`src/rtl/id_stage_fwd.sv`:
```
// Decode stage: register file, EX/MEM/WB operand forwarding, load-use
// interlock, early beq/bne/j resolution and the ID/EX pipeline register.
module id_stage_fwd #(
  parameter int XLEN  = 32,
  parameter int AW    = 5,
  parameter int NREG  = 32,
  parameter int CNT_W = 16
) (
  input  logic             clk,
  input  logic             clr,
  input  logic             if_valid,
  input  logic [XLEN-1:0]  pc4,
  input  logic [31:0]      inst,
  input  logic             cu_wreg,
  input  logic             cu_m2reg,
  input  logic             cu_wmem,
  input  logic             cu_aluimm,
  input  logic             cu_shift,
  input  logic             cu_regrt,
  input  logic             cu_sext,
  input  logic [2:0]       cu_aluc,
  input  logic             cu_beq,
  input  logic             cu_bne,
  input  logic             cu_jump,
  input  logic             hold,
  input  logic             ex_wreg,
  input  logic             ex_m2reg,
  input  logic [AW-1:0]    ex_rn,
  input  logic [XLEN-1:0]  ex_data,
  input  logic             mem_wreg,
  input  logic [AW-1:0]    mem_rn,
  input  logic [XLEN-1:0]  mem_data,
  input  logic             wb_we,
  input  logic [AW-1:0]    wb_rn,
  input  logic [XLEN-1:0]  wb_data,
  output logic             stall,
  output logic             flush_if,
  output logic [1:0]       pcsource,
  output logic [XLEN-1:0]  bpc,
  output logic [XLEN-1:0]  jpc,
  output logic             e_valid,
  output logic             e_wreg,
  output logic             e_m2reg,
  output logic             e_wmem,
  output logic             e_aluimm,
  output logic             e_shift,
  output logic [2:0]       e_aluc,
  output logic [XLEN-1:0]  e_a,
  output logic [XLEN-1:0]  e_b,
  output logic [XLEN-1:0]  e_imm,
  output logic [AW-1:0]    e_rn,
  output logic [CNT_W-1:0] stall_cnt
);

  logic [XLEN-1:0] rf [NREG];
  logic [AW-1:0]   rs, rt, rd;
  logic [XLEN-1:0] fwd_a, fwd_b, imm;
  logic            uses_rt, lu, busy;
  logic            take, jmp, ctl_flow;
  logic            unused_op;

  assign rs = AW'(inst[9:5]);
  assign rt = AW'(inst[4:0]);
  assign rd = AW'(inst[14:10]);
  assign unused_op = ^inst[31:26];

  function automatic logic [XLEN-1:0] pick(
    input logic [AW-1:0] s
  );
    if (s == '0)
      return '0;
    else if (ex_wreg && !ex_m2reg && ex_rn == s)
      return ex_data;
    else if (mem_wreg && mem_rn == s)
      return mem_data;
    else if (wb_we && wb_rn == s)
      return wb_data;
    else
      return rf[s];
  endfunction

  always_comb begin
    fwd_a = pick(rs);
    fwd_b = pick(rt);
  end

  assign uses_rt = !cu_regrt | cu_wmem | cu_beq | cu_bne;
  assign lu = if_valid & ex_wreg & ex_m2reg
            & (ex_rn != '0)
            & ((ex_rn == rs) | (uses_rt & (ex_rn == rt)));
  assign busy = lu | hold;

  assign imm = {{(XLEN-16){cu_sext & inst[25]}}, inst[25:10]};
  assign bpc = pc4 + {imm[XLEN-3:0], 2'b00};
  assign jpc = {pc4[XLEN-1:28], inst[25:0], 2'b00};

  // Redirects are suppressed while the stage is stalled or in reset
  assign take = !clr & if_valid & !busy
              & ((cu_beq & (fwd_a == fwd_b))
              |  (cu_bne & (fwd_a != fwd_b)));
  assign jmp = !clr & if_valid & !busy & cu_jump;
  assign ctl_flow = cu_beq | cu_bne | cu_jump;

  always_comb begin
    pcsource = 2'b00;
    if (jmp)
      pcsource = 2'b11;
    else if (take)
      pcsource = 2'b01;
  end

  assign stall    = !clr & busy;
  assign flush_if = take | jmp;

  always_ff @(posedge clk) begin
    if (clr) begin
      for (int i = 0; i < NREG; i++)
        rf[i] <= '0;
    end else if (wb_we && wb_rn != '0) begin
      rf[wb_rn] <= wb_data;
    end
  end

  always_ff @(posedge clk) begin
    if (clr) begin
      stall_cnt <= '0;
    end else if (lu && !hold && stall_cnt != '1) begin
      stall_cnt <= stall_cnt + CNT_W'(1);
    end
  end

  always_ff @(posedge clk) begin
    if (clr || (!hold && (lu || !if_valid))) begin
      e_valid  <= 1'b0;
      e_wreg   <= 1'b0;
      e_m2reg  <= 1'b0;
      e_wmem   <= 1'b0;
      e_aluimm <= 1'b0;
      e_shift  <= 1'b0;
      e_aluc   <= '0;
      e_a      <= '0;
      e_b      <= '0;
      e_imm    <= '0;
      e_rn     <= '0;
    end else if (!hold) begin
      e_valid  <= 1'b1;
      e_wreg   <= cu_wreg & !ctl_flow;
      e_m2reg  <= cu_m2reg;
      e_wmem   <= cu_wmem & !ctl_flow;
      e_aluimm <= cu_aluimm;
      e_shift  <= cu_shift;
      e_aluc   <= cu_aluc;
      e_a      <= fwd_a;
      e_b      <= fwd_b;
      e_imm    <= imm;
      e_rn     <= cu_regrt ? rt : rd;
    end
  end

endmodule
```
`config.mk`:
```
export PLATFORM = sky130hd
export DESIGN_NAME = id_stage_fwd
export DESIGN_NICKNAME = d
export VERILOG_FILES = /design/src/rtl/id_stage_fwd.sv
export SDC_FILE = /design/constraint.sdc
export NUM_CORES = 2
export LEC_CHECK = 0
export CELL_PAD_IN_SITES_DETAIL_PLACEMENT = 1
export CELL_PAD_IN_SITES_GLOBAL_PLACEMENT = 1
export CORE_UTILIZATION = 40
export CTS_BUF_LIST = sky130_fd_sc_hd__clkbuf_8 sky130_fd_sc_hd__clkbuf_16
export CTS_CLUSTER_DIAMETER = 200
export CTS_CLUSTER_SIZE = 25
export DETAILED_ROUTE_END_ITERATION = 10
export PLACE_DENSITY_LB_ADDON = 0.1
export SYNTH_ARGS = -nofsm -noshare
export SYNTH_HDL_FRONTEND = slang
export SYNTH_SLANG_ARGS = --single-unit
```
`constraint.sdc`:
```
create_clock -name clk -period 9.05 [get_ports clk]
set_input_delay 2.715 -clock clk [delete_from_list [all_inputs] [get_ports clk]]
set_output_delay 2.715 -clock clk [all_outputs]
set_load 0.02 [all_outputs]
```
==> results.json <==
{
  "outcome": "completed",
  "p_comb_share_pct": 24.0,
  "drc": 0,
  "start_util_pct": 40.3,
  "cap_viol_max_count": 0,
  "async_flop_share_pct": 0,
  "cts_buffers": 51,
  "fin_worst_skew_ns": 0.0347,
  "tritoncts": "yes",
  "cp-end-kind": "primary output",
  "cp_slowest_stage_delay_ns": 0.49,
  "track_usage_pct": 36.7,
  "antenna_found_initial": 30,
  "grt_pass1_vias": 48300,
  "clk_latency_ns": 0.73,
  "clockRootBuffer": "clkbuf_16",
  "core.rowCount": 145,
  "cts_sinks": 1135,
  "r2r_cells": 11,
  "grt_max_degree": 75,
  "setup_violations": 0,
  "crit_type": "input port to primary output",
  "period_share_pct": 99.4,
  "portBuffers": 377,
  "ant_nets": 0,
  "drive_gt1_share_pct": 30.1,
  "die_w_um": 399,
  "postSynthAreaPerCell_sq_um": 13.2,
  "finalCriticalPeriod_ns": 9.00,
  "r2r_start": "rf[31][9]$_SDFFCE_PN0P_",
  "cp_cell_sequence": "buf_16 > buf_16 > buf_4 > mux4_2 > mux2_2 > a221oi_2 > nor4_1 > buf_4 > a221oi_2 > xnor2_1 > nand4_1 > nor4_4 > a311oi_2 > nor3_2 > buf_4",
  "crit_end": "pcsource[0]",
  "yosysWarnings": 0,
  "fmax_mhz": 111,
  "ios": 390,
  "netlist_area_sq_mm": 0.0630,
  "reg2reg_to": "e_b[9]$_SDFFE_PP0N_",
  "cp.required_ns": 6.34,
  "place_congestion": 0.945,
  "synthFlopType": "edfxtp_1",
  "nets": 5788,
  "crit_arrival_ns": 6.28,
  "report.final.slew_viol_count": 0,
  "cts_max_path_buffers": 3,
  "die_area_sq_mm": 0.159,
  "core_area_sq_mm": 0.156,
  "synth-edff-count": 1024,
  "yosys.cell_types.count": 86,
  "dr.pass1.iters": 5,
  "finish.utilization_pct": 50.0,
  "wl_per_cell_um": 39.2,
  "relSlewSlack_pct": 17.8,
  "hp-class": "flip-flop to flip-flop",
  "seqPwrFrac_pct": 51.8,
  "worst_pin_slew_ns": 1.23,
  "drt_iter0_markers": 7126,
  "h-tree-depth": 2,
  "crit_top_cell": "buf_4",
  "p_int_mw": 8.28,
  "clkSlewWorstSetupHoldPaths_ns": 0.13,
  "power_leakage_nw": 28.1,
  "cp-startpoint": "inst[5]",
  "ys_ff_latch": 1135,
  "vias_per_cell": 6.45,
  "grt_overflow_total": 0,
  "start_kind": "input port",
  "finalHoldViolations": 0,
  "grt_pass1_wl_um": 401000,
  "synth_cells": 4759,
  "vias": 49400,
  "crit_slowest_cell": "mux4_2",
  "power_density_mw_per_mm2": 152,
  "cp_max_fo": 8,
  "setup_tns_ns": 0,
  "ys_seq_area_share_pct": 52.3,
  "clock_power_share_pct": 24.1,
  "fp.dieH_um": 399,
  "area_growth_pct": 23.9,
  "totalWireLength_um": 300000,
  "r2r_slack_ns": 6.12,
  "p_sw_share_pct": 30.2,
  "peakVddDrop_uv": 196,
  "hpwl_um": 199000,
  "switchingPower_mw": 3.58
}
[cell families (layout without fill, tap and decap cells)]
kind of cell,after synthesis,in the layout,synth area share [%]
buffers and inverters,546,1336,4.18
AND/OR/NAND/NOR,1609,1609,14.4
multiplexers,719,719,19.9
AO/OA/AOI/OAI,619,619,7.25
adder cells (fa/ha/maj),31,31,0.628
other,1,48,0.00595
flip-flops,1135,1135,52.3
XOR/XNOR,99,99,1.38
[cell usage in the layout, fill, tap and decap left out, types with 98 or more instances in the layout]
cell	instances
edfxtp_1	1024
and2_1	851
buf_4	723
mux4_2	419
clkdlybuf4s50_1	339
mux2i_1	237
nor2_1	182
nor3_1	177
a21oi_1	138
dfxtp_1	111
nand2_1	109
buf_12	98
[metal layers]
| metal | global-route usage, % | wire length [um] | up-vias |
|---|---|---|---|
| li1 | - | - | 19700 |
| met1 | 48.8 | 115000 | 25900 |
| met2 | 57.7 | 136000 | 3142 |
| met3 | 8.34 | 33700 | 587 |
| met4 | 15.3 | 14600 | 6 |
| met5 | 0 | 41 | - |
[Yosys cell counts, drive strengths merged (7+ instances only)]
library cell	count	area (sq um)
a22o	30	263
and3	28	175
or3	19	119
edfxtp	1024	30700
a22oi	48	360
nand2b	18	113
nand4	14	87.6
and4	7	61.3
xnor2	68	596
inv	27	101
a31oi	9	56.3
nor4	32	206
mux2i	241	2410
a21o	13	97.6
o2111ai	11	96.3
a2bb2oi	10	87.6
o221ai	73	639
or2	38	238
a32o	14	140
dfxtp	111	2220
a2111oi	9	78.8
o22ai	15	106
a221o	14	140
a21oi	148	741
xor2	31	272
nor3	188	956
mux4	419	9440
buf	210	1370
nand3b	7	52.6
nor2b	25	156
nor2	218	821
a211oi	42	330
nand2	114	428
a31o	12	105
o211ai	8	60.1
ha	30	375
and2	853	5340
clkbuf	308	1160
nand3	30	150
a221oi	63	564
o21ai	51	259
mux2	59	664
[state kept, by name, indices dropped and copies added (netlist names)]
signal	count
e_a	32
e_aluc	3
e_aluimm	1
e_b	32
e_imm	17
e_m2reg	1
e_rn	5
e_shift	1
e_valid	1
e_wmem	1
e_wreg	1
rf	1024
stall_cnt	16
[per-stage QoR]
step           total power, mW  setup slack [ns]  hold WS (ns)  instances  area (sq um)
2_1_floorplan             7.43             0.156         0.526       4792         63100
3_3_place_gp              8.83             -1.13         0.444       7500         74300
3_5_place_dp              8.87             -1.09         0.449       7500         74300
4_1_cts                   11.7            -0.110         0.467       7582         76100
5_1_grt                   12.1           -0.0243         0.484       7644         78000
6_report                  11.9            0.0502         0.462       7654         78000
[power groups by stage]
stage                     clock network, mW  registers, mW  logic, mW
after floorplan                           0           6.22       1.21
after global placement                    0           6.23       2.60
after detailed placement                  0           6.26       2.61
after CTS                              2.88           6.14       2.65
after global routing                   3.01           6.17       2.92
final                                  2.86           6.14       2.85
[what timing repair did]
item,4_1_cts,5_1_grt
buffers inserted,8,57
hold endpoints to repair,0,0
pin swaps,6,46
gates cloned,1,9
resized for setup,84,224
setup endpoints to repair,11,12
hold buffers,0,0
[worst max-delay path, delay by kind of cell]
kind	cells	cell delay (ns)
buffers and inverters	5	0.85
muxes	2	0.83
xor gates and xnor gates	1	0.18
AOI/OAI and AO/OA	3	0.70
and+or+nand+nor	4	0.94
[area by class of cell]
class                   count  area [sq um]
fillers                 15600         78200
flip-flops and latches   1135         33000
multi-input cells        3111         29000
repair buffers           1234         11900
well taps                2058          2570
clock buffers              52          1300
clock inverters            22           113
inverters                  28           105
diodes                     14          35.0
[how the worst min path moves through the flow]
| stage | cells after the start | from | slack (ns) | to |
|---|---|---|---|---|
| 6_report | 2 | e_valid$_SDFFE_PP0N_ | 0.46 | e_valid$_SDFFE_PP0N_ |
| 5_1_grt | 2 | e_b[10]$_SDFFE_PP0N_ | 0.48 | e_b[10]$_SDFFE_PP0N_ |
| 3_5_place_dp | 2 | e_valid$_SDFFE_PP0N_ | 0.45 | e_valid$_SDFFE_PP0N_ |
| 2_1_floorplan | 2 | e_valid$_SDFFE_PP0N_ | 0.53 | e_valid$_SDFFE_PP0N_ |
| 3_3_place_gp | 2 | e_valid$_SDFFE_PP0N_ | 0.44 | e_valid$_SDFFE_PP0N_ |
| 4_1_cts | 2 | e_valid$_SDFFE_PP0N_ | 0.47 | e_valid$_SDFFE_PP0N_ |
Note: power is estimated with default switching activity, not from simulation.
